### src/rtl/hw_call_stack_pkg.sv
// hw_call_stack_pkg
// Shared constants and the per-cycle stack operation type for the hardware
// call stack. No ports.
package hw_call_stack_pkg;

  localparam int WORD_W      = 16;
  localparam int STACK_DEPTH = 16;

  // Operation actually carried out on the storage this cycle. Refused
  // pushes and pops (full/empty) map to OP_NONE; the error flags are
  // derived separately.
  typedef enum logic [1:0] {
    OP_NONE = 2'd0,
    OP_PUSH = 2'd1,
    OP_POP  = 2'd2,
    OP_REPL = 2'd3
  } stack_op_t;

endpackage : hw_call_stack_pkg

### src/rtl/hw_call_stack_if.sv
// hw_call_stack_if
// Decoder <-> call stack signal bundle.
//   master (decoder): drives push_en, pop_en, push_data, clr_err;
//                     observes top_data, stack_full, stack_empty, count,
//                     overflow, underflow.
//   slave  (stack)  : the reverse.
interface hw_call_stack_if
  import hw_call_stack_pkg::*;
#(
  parameter int WIDTH = WORD_W,
  parameter int DEPTH = STACK_DEPTH
);

  localparam int CW = $clog2(DEPTH + 1);

  logic             push_en;
  logic             pop_en;
  logic [WIDTH-1:0] push_data;
  logic             clr_err;
  logic [WIDTH-1:0] top_data;
  logic             stack_full;
  logic             stack_empty;
  logic [CW-1:0]    count;
  logic             overflow;
  logic             underflow;

  modport master (
    output push_en, pop_en, push_data, clr_err,
    input  top_data, stack_full, stack_empty, count, overflow, underflow
  );

  modport slave (
    input  push_en, pop_en, push_data, clr_err,
    output top_data, stack_full, stack_empty, count, overflow, underflow
  );

endinterface : hw_call_stack_if

### src/rtl/hw_call_stack_regfile.sv
// hw_call_stack_regfile
// Stack storage: DEPTH x WIDTH register file, one synchronous write port and
// one asynchronous read port. Contents are deliberately not reset.
//   clk      : write clock
//   i_we     : write enable
//   i_waddr  : write address
//   i_wdata  : write data
//   i_raddr  : read address
//   o_rdata  : read data (combinational)
module hw_call_stack_regfile #(
  parameter int WIDTH = 16,
  parameter int DEPTH = 16,
  parameter int AW    = $clog2(DEPTH)
) (
  input  logic             clk,
  input  logic             i_we,
  input  logic [AW-1:0]    i_waddr,
  input  logic [WIDTH-1:0] i_wdata,
  input  logic [AW-1:0]    i_raddr,
  output logic [WIDTH-1:0] o_rdata
);

  logic [WIDTH-1:0] r_mem [DEPTH];

  always_ff @(posedge clk) begin
    if (i_we) r_mem[i_waddr] <= i_wdata;
  end

  assign o_rdata = r_mem[i_raddr];

endmodule : hw_call_stack_regfile

### src/rtl/hw_call_stack.sv
// hw_call_stack
// LIFO call stack fed by the instruction decoder's push/pop strobes.
// top_data is a zero-latency read of the top entry so a pop completes in the
// same cycle it is strobed; full/empty/count decode only from the registered
// pointer, keeping them free of any path from push_en/pop_en.
//   clk, rst_n : clock, asynchronous active-low reset
//   bus        : hw_call_stack_if.slave (strobes, data, status, sticky errors)
module hw_call_stack
  import hw_call_stack_pkg::*;
#(
  parameter int WIDTH = WORD_W,
  parameter int DEPTH = STACK_DEPTH
) (
  input  logic           clk,
  input  logic           rst_n,
  hw_call_stack_if.slave bus
);

  localparam int CW = $clog2(DEPTH + 1);
  localparam int AW = $clog2(DEPTH);

  logic [CW-1:0]    r_sp;
  logic             r_ovf;
  logic             r_udf;

  stack_op_t        w_op;
  logic             w_full;
  logic             w_empty;
  logic             w_ovf_evt;
  logic             w_udf_evt;
  logic             w_we;
  logic [AW-1:0]    w_top_idx;
  logic [AW-1:0]    w_wr_addr;
  logic [WIDTH-1:0] w_rd_data;

  assign w_full  = (r_sp == CW'(DEPTH));
  assign w_empty = (r_sp == '0);

  always_comb begin
    w_op = OP_NONE;
    case ({bus.push_en, bus.pop_en})
      2'b10:   if (!w_full)  w_op = OP_PUSH;
      2'b01:   if (!w_empty) w_op = OP_POP;
      // Push+pop on an empty stack still pushes (the pop part is the error).
      2'b11:   w_op = w_empty ? OP_PUSH : OP_REPL;
      default: w_op = OP_NONE;
    endcase
  end

  // A simultaneous pop frees the slot, so a full stack never overflows on push+pop.
  assign w_ovf_evt = bus.push_en & ~bus.pop_en & w_full;
  assign w_udf_evt = bus.pop_en & w_empty;

  // On empty the top index wraps to DEPTH-1; harmless since top_data is masked.
  assign w_top_idx = AW'(r_sp - CW'(1));
  assign w_wr_addr = (w_op == OP_REPL) ? w_top_idx : AW'(r_sp);
  assign w_we      = (w_op == OP_PUSH) || (w_op == OP_REPL);

  hw_call_stack_regfile #(
    .WIDTH (WIDTH),
    .DEPTH (DEPTH),
    .AW    (AW)
  ) u_regfile (
    .clk     (clk),
    .i_we    (w_we),
    .i_waddr (w_wr_addr),
    .i_wdata (bus.push_data),
    .i_raddr (w_top_idx),
    .o_rdata (w_rd_data)
  );

  always_ff @(posedge clk or negedge rst_n) begin
    if (!rst_n) begin
      r_sp <= '0;
    end else begin
      case (w_op)
        OP_PUSH: r_sp <= r_sp + CW'(1);
        OP_POP:  r_sp <= r_sp - CW'(1);
        default: r_sp <= r_sp;
      endcase
    end
  end

  // Sticky flags: a new event in the same cycle beats clr_err.
  always_ff @(posedge clk or negedge rst_n) begin
    if (!rst_n) begin
      r_ovf <= 1'b0;
      r_udf <= 1'b0;
    end else begin
      if (w_ovf_evt)        r_ovf <= 1'b1;
      else if (bus.clr_err) r_ovf <= 1'b0;
      if (w_udf_evt)        r_udf <= 1'b1;
      else if (bus.clr_err) r_udf <= 1'b0;
    end
  end

  assign bus.top_data    = w_empty ? '0 : w_rd_data;
  assign bus.stack_full  = w_full;
  assign bus.stack_empty = w_empty;
  assign bus.count       = r_sp;
  assign bus.overflow    = r_ovf;
  assign bus.underflow   = r_udf;

endmodule : hw_call_stack
### src/flat_wrapper.sv
// flat-port wrapper written by rule: the top's interface ports become plain ports
module hw_call_stack_flat import hw_call_stack_pkg::*;
#(
  parameter int WIDTH = WORD_W,
  parameter int DEPTH = STACK_DEPTH
)
  (clk, rst_n, bus_push_en, bus_pop_en, bus_push_data, bus_clr_err, bus_top_data, bus_stack_full, bus_stack_empty, bus_count, bus_overflow, bus_underflow);
  hw_call_stack_if #(.WIDTH(WIDTH), .DEPTH(DEPTH)) bus_i ();
  input  logic clk;
  input  logic rst_n;
  input wire logic [$bits(bus_i.push_en)-1:0] bus_push_en;
  input wire logic [$bits(bus_i.pop_en)-1:0] bus_pop_en;
  input wire logic [$bits(bus_i.push_data)-1:0] bus_push_data;
  input wire logic [$bits(bus_i.clr_err)-1:0] bus_clr_err;
  output wire logic [$bits(bus_i.top_data)-1:0] bus_top_data;
  output wire logic [$bits(bus_i.stack_full)-1:0] bus_stack_full;
  output wire logic [$bits(bus_i.stack_empty)-1:0] bus_stack_empty;
  output wire logic [$bits(bus_i.count)-1:0] bus_count;
  output wire logic [$bits(bus_i.overflow)-1:0] bus_overflow;
  output wire logic [$bits(bus_i.underflow)-1:0] bus_underflow;
  assign bus_i.push_en = bus_push_en;
  assign bus_i.pop_en = bus_pop_en;
  assign bus_i.push_data = bus_push_data;
  assign bus_i.clr_err = bus_clr_err;
  assign bus_top_data = bus_i.top_data;
  assign bus_stack_full = bus_i.stack_full;
  assign bus_stack_empty = bus_i.stack_empty;
  assign bus_count = bus_i.count;
  assign bus_overflow = bus_i.overflow;
  assign bus_underflow = bus_i.underflow;
  hw_call_stack #(.WIDTH(WIDTH), .DEPTH(DEPTH)) u_core (.clk(clk), .rst_n(rst_n), .bus(bus_i));
endmodule
### config.mk
export PLATFORM = sky130hd
export DESIGN_NAME = hw_call_stack_flat
export DESIGN_NICKNAME = d
export VERILOG_FILES = /design/src/rtl/hw_call_stack_pkg.sv /design/src/rtl/hw_call_stack_if.sv /design/src/rtl/hw_call_stack_regfile.sv /design/src/rtl/hw_call_stack.sv /design/src/flat_wrapper.sv
export SDC_FILE = /design/constraint.sdc
export NUM_CORES = 1
export LEC_CHECK = 0
export CAP_MARGIN = 10
export CORE_ASPECT_RATIO = 1.75
export CORE_MARGIN = 8
export CORE_UTILIZATION = 60
export DETAILED_ROUTE_END_ITERATION = 8
export GPL_TIMING_DRIVEN = 0
export HOLD_SLACK_MARGIN = 0.02
export PLACE_DENSITY = 0.79
export SLEW_MARGIN = 5
export SYNTH_ARGS = -nofsm -noshare
export SYNTH_HDL_FRONTEND = slang
export SYNTH_SLANG_ARGS = --single-unit
### constraint.sdc
create_clock -name clk -period 4.4 [get_ports clk]
set_input_delay 0.88 -clock clk [delete_from_list [all_inputs] [get_ports clk]]
set_output_delay 0.88 -clock clk [all_outputs]
set_load 0.005 [all_outputs]
==> flow_summary.yaml <==
status:
  status: "completed"
critical_path:
  crit_fanout: 10
  slowest_delay_ps: 570
  crit_top_cell: "buf_6"
  worstPathArrival_ps: 3440
  required_ps: 3520
  cp.buffers_inverters: 6
  cp-end-kind: "output pin"
  cpLargestDelayFamily: "buffers and inverters"
  setup.worst_path.start: "u_core.bus.count[0]"
  start_kind: "flop"
  reg2regPathDepth: 13
  worst-path-stages: 11
  cp_cell_sequence: "buf_4 -> buf_8 -> buf_6 -> clkinvlp_4 -> ha_4 -> nor2_2 -> a32o_2 -> buf_6 -> a22oi_2 -> a31oi_1 -> clkdlybuf4s50_1"
  crit_type: "flop to output pin"
  critPathSlowestCell: "clkdlybuf4s50_1"
  r2r-start: "u_core.bus.count[0]"
routing:
  routed_wl_mm: 24.7
  vias_per_cell: 6.63
  ant_nets: 0
  drtIter0Drc: 595
  post_drt_wl_per_cell_um: 29.0
  vias: 5657
  drtPass1Iterations: 5
  drcViolationCount: 0
synth:
  syn_area_um2: 10500
  synth_largest_area_cell: "edfxtp_1"
  synth_fp_nets: 543
  synth.distinct_cells: 42
  synth-edff-count: 256
  netlist_top_cells_count: "256 x edfxtp_1, 64 x mux4_2, 37 x o21ai_0, 22 x nor2_1, 17 x a31oi_1"
  synth_seq_cells: 263
  synth_top_cell_area_share: 0.732
  synth.area.top_cells: "edfxtp_1 73%, mux4_2 14%, o21ai_0 1.8%, dfrtp_1 1.7%, a22oi_2 1.2%"
  yosysMostFrequentCell: "edfxtp_1"
  yosysWarnings: 0
  avgSynthCellArea_um2: 20.3
  synth_flop_cell: "edfxtp_1"
  synthCells: 517
  async_flop_share: 0.0266
  seq_area_frac_synth: 0.749
clocking:
  clkTransAtPathRegs_ps: 70
  htree_num_levels: 1
  numCtsBuffers: 24
  cts_root_buf: "clkbuf_16"
  clock_path_buffers: 3
  tritoncts: "built"
  cts_sinks: 263
  clk-insertion-delay-late_ps: 520
sta:
  worst_clock_skew_ps: 22.8
  tightest_slew_ps: 925
  hold_viol: 0
  max_freq_ghz: 0.232
  setup_viol: 0
  fin_crit_ps: 4320
  final.setup.tns_ps: 0
  fin_crit_sh: 0.981
  rsz0062_at_grt: "false"
  drv_slew: 0
  slew-limit-headroom: 0.377
final_layout:
  fin_util: 0.724
  areaGrowthSynthToFinish_pct: 19.3
  final_cells: 853
  antennaDiodeCount: 0
  nets: 630
  final_cell_area_um2: 12500
  fill_cells: 1000
  drive_above_1_share: 0.307
global_route:
  antenna_found_initial: 0
  grt_max_degree: 17
  grt_pass1_vias: 5937
  grt_first_pass_wirelength_mm: 36.8
  groute.usage.overall: 0.233
  overflow: 0
pwr:
  clock_power_share: 0.237
  switching_power_mw: 3.14
  max-vdd-ir-drop_v: 0.000407
  comb_power_share: 0.428
  total_power_mw: 9.51
  power.density_nw_per_um2: 760
  pwr-share-seq: 0.335
  p_sw_frac: 0.330
  leakagePower_nw: 3.99
  p_int_mw: 6.37
placement:
  gp_congestion: 0.898
  numPortBuffers: 45
  post_dp_cell_area_um2: 11500
  place_inst: 808
  dp_hpwl_mm: 15.8
worst_hold_path:
  hold_depth: 2
  hold_path_class: "flop to flop"
  worstHoldStart: "u_core.bus.underflow"
floorplanning:
  dieHeight_um: 191
  dieArea_um2: 22100
  num_rows: 64
  core_um2: 17300
  chipWidth_um: 116
  start_util: 0.607
  io_pins: 46
flow_run:
  maxCapViolations: 0
[cell usage in the layout (no fill, tap or decap), types with 4 or more instances in the layout]
master and instances:
edfxtp_1 256, mux4_2 64, clkdlybuf4s50_1 43, o21ai_0 37, clkbuf_16 25, nor2_2 17
a31oi_1 15, buf_6 14, a22oi_2 14, buf_4 10, buf_2 7, clkbuf_1 7
buf_8 7, nor3_1 7, dfrtp_1 7, inv_1 6, nand2_1 6, nor2b_1 5
nor2_1 5, bufinv_16 5, clkinv_2 4
[metal layers]
metal / GRT usage / wire [µm] / part of all wire
met1: 0.258 / 8220 / 0.33
met2: 0.404 / 13100 / 0.53
met3: 0.0348 / 1680 / 0.068
met4: 0.153 / 1720 / 0.070
met5: 0 / 0 / 0
[through the flow]
step	hold WS, ps	setup WS [ps]
2_1_floorplan	517	679
3_3_place_gp	518	-367
3_5_place_dp	530	-197
4_1_cts	543	44.9
5_1_grt	578	3.53
6_report	537	82.5
[layout make-up]
class,instances,area [µm²],share of cell area
plain buffers,30,236,0.0189
clock inverters,15,223,0.0178
well taps,231,289,0.0231
clock buffers,29,641,0.0512
inverters,7,30.0,0.00240
flip-flops and latches,263,7860,0.628
multi-input cells,214,2560,0.204
repair buffers,64,677,0.0541
[cells by family (layout without fill, tap and decap cells)]
kind of cell	after synthesis	after routing	synth area share
simple gates	54	54	0.0275
fa+ha+maj	5	5	0.00596
compound gates	85	85	0.0562
xor+xnor	5	5	0.00417
mux	65	65	0.138
flops	263	263	0.749
buf+inv	40	145	0.0187
[worst paths after layout]
path,endpoint,slack [ps]
max reg2reg,u_core.u_regfile.r_mem[5][9],240
max,bus_top_data[8],80
min,u_core.bus.underflow,540
min in group asynchronous,u_core.bus.count[2],620
min reg2reg,u_core.bus.underflow,540
max in group asynchronous,u_core.bus.count[0],3530
[worst min-delay path, stage by stage, from the launching register on]
cell	delay, ps
dfrtp_1	380
inv_1	50
o21ai_0	70
[sequential cells by signal, indices dropped and copies added, names as in the netlist]
name / flops
u_core.bus.count: 5
u_core.bus.overflow: 1
u_core.bus.underflow: 1
u_core.u_regfile.r_mem: 256
[power groups by stage]
stage / logic (mW) / clock network [mW] / registers (mW)
after floorplan: 2.20 / 0 / 3.20
after detailed placement: 3.73 / 0 / 3.23
after global routing: 4.30 / 2.37 / 3.20
after global placement: 3.56 / 0 / 3.21
final: 4.07 / 2.25 / 3.18
after CTS: 4.02 / 2.28 / 3.18
[timing repair]
action,in CTS,in global routing
hold buffers,0,0
gates resized for setup,37,13
endpoints found under the setup margin,86,22
pin swaps,5,4
hold endpoints to repair,0,0
cloned,0,0
setup buffers,4,0
No activity file was read; power rests on OpenSTA's default activity.
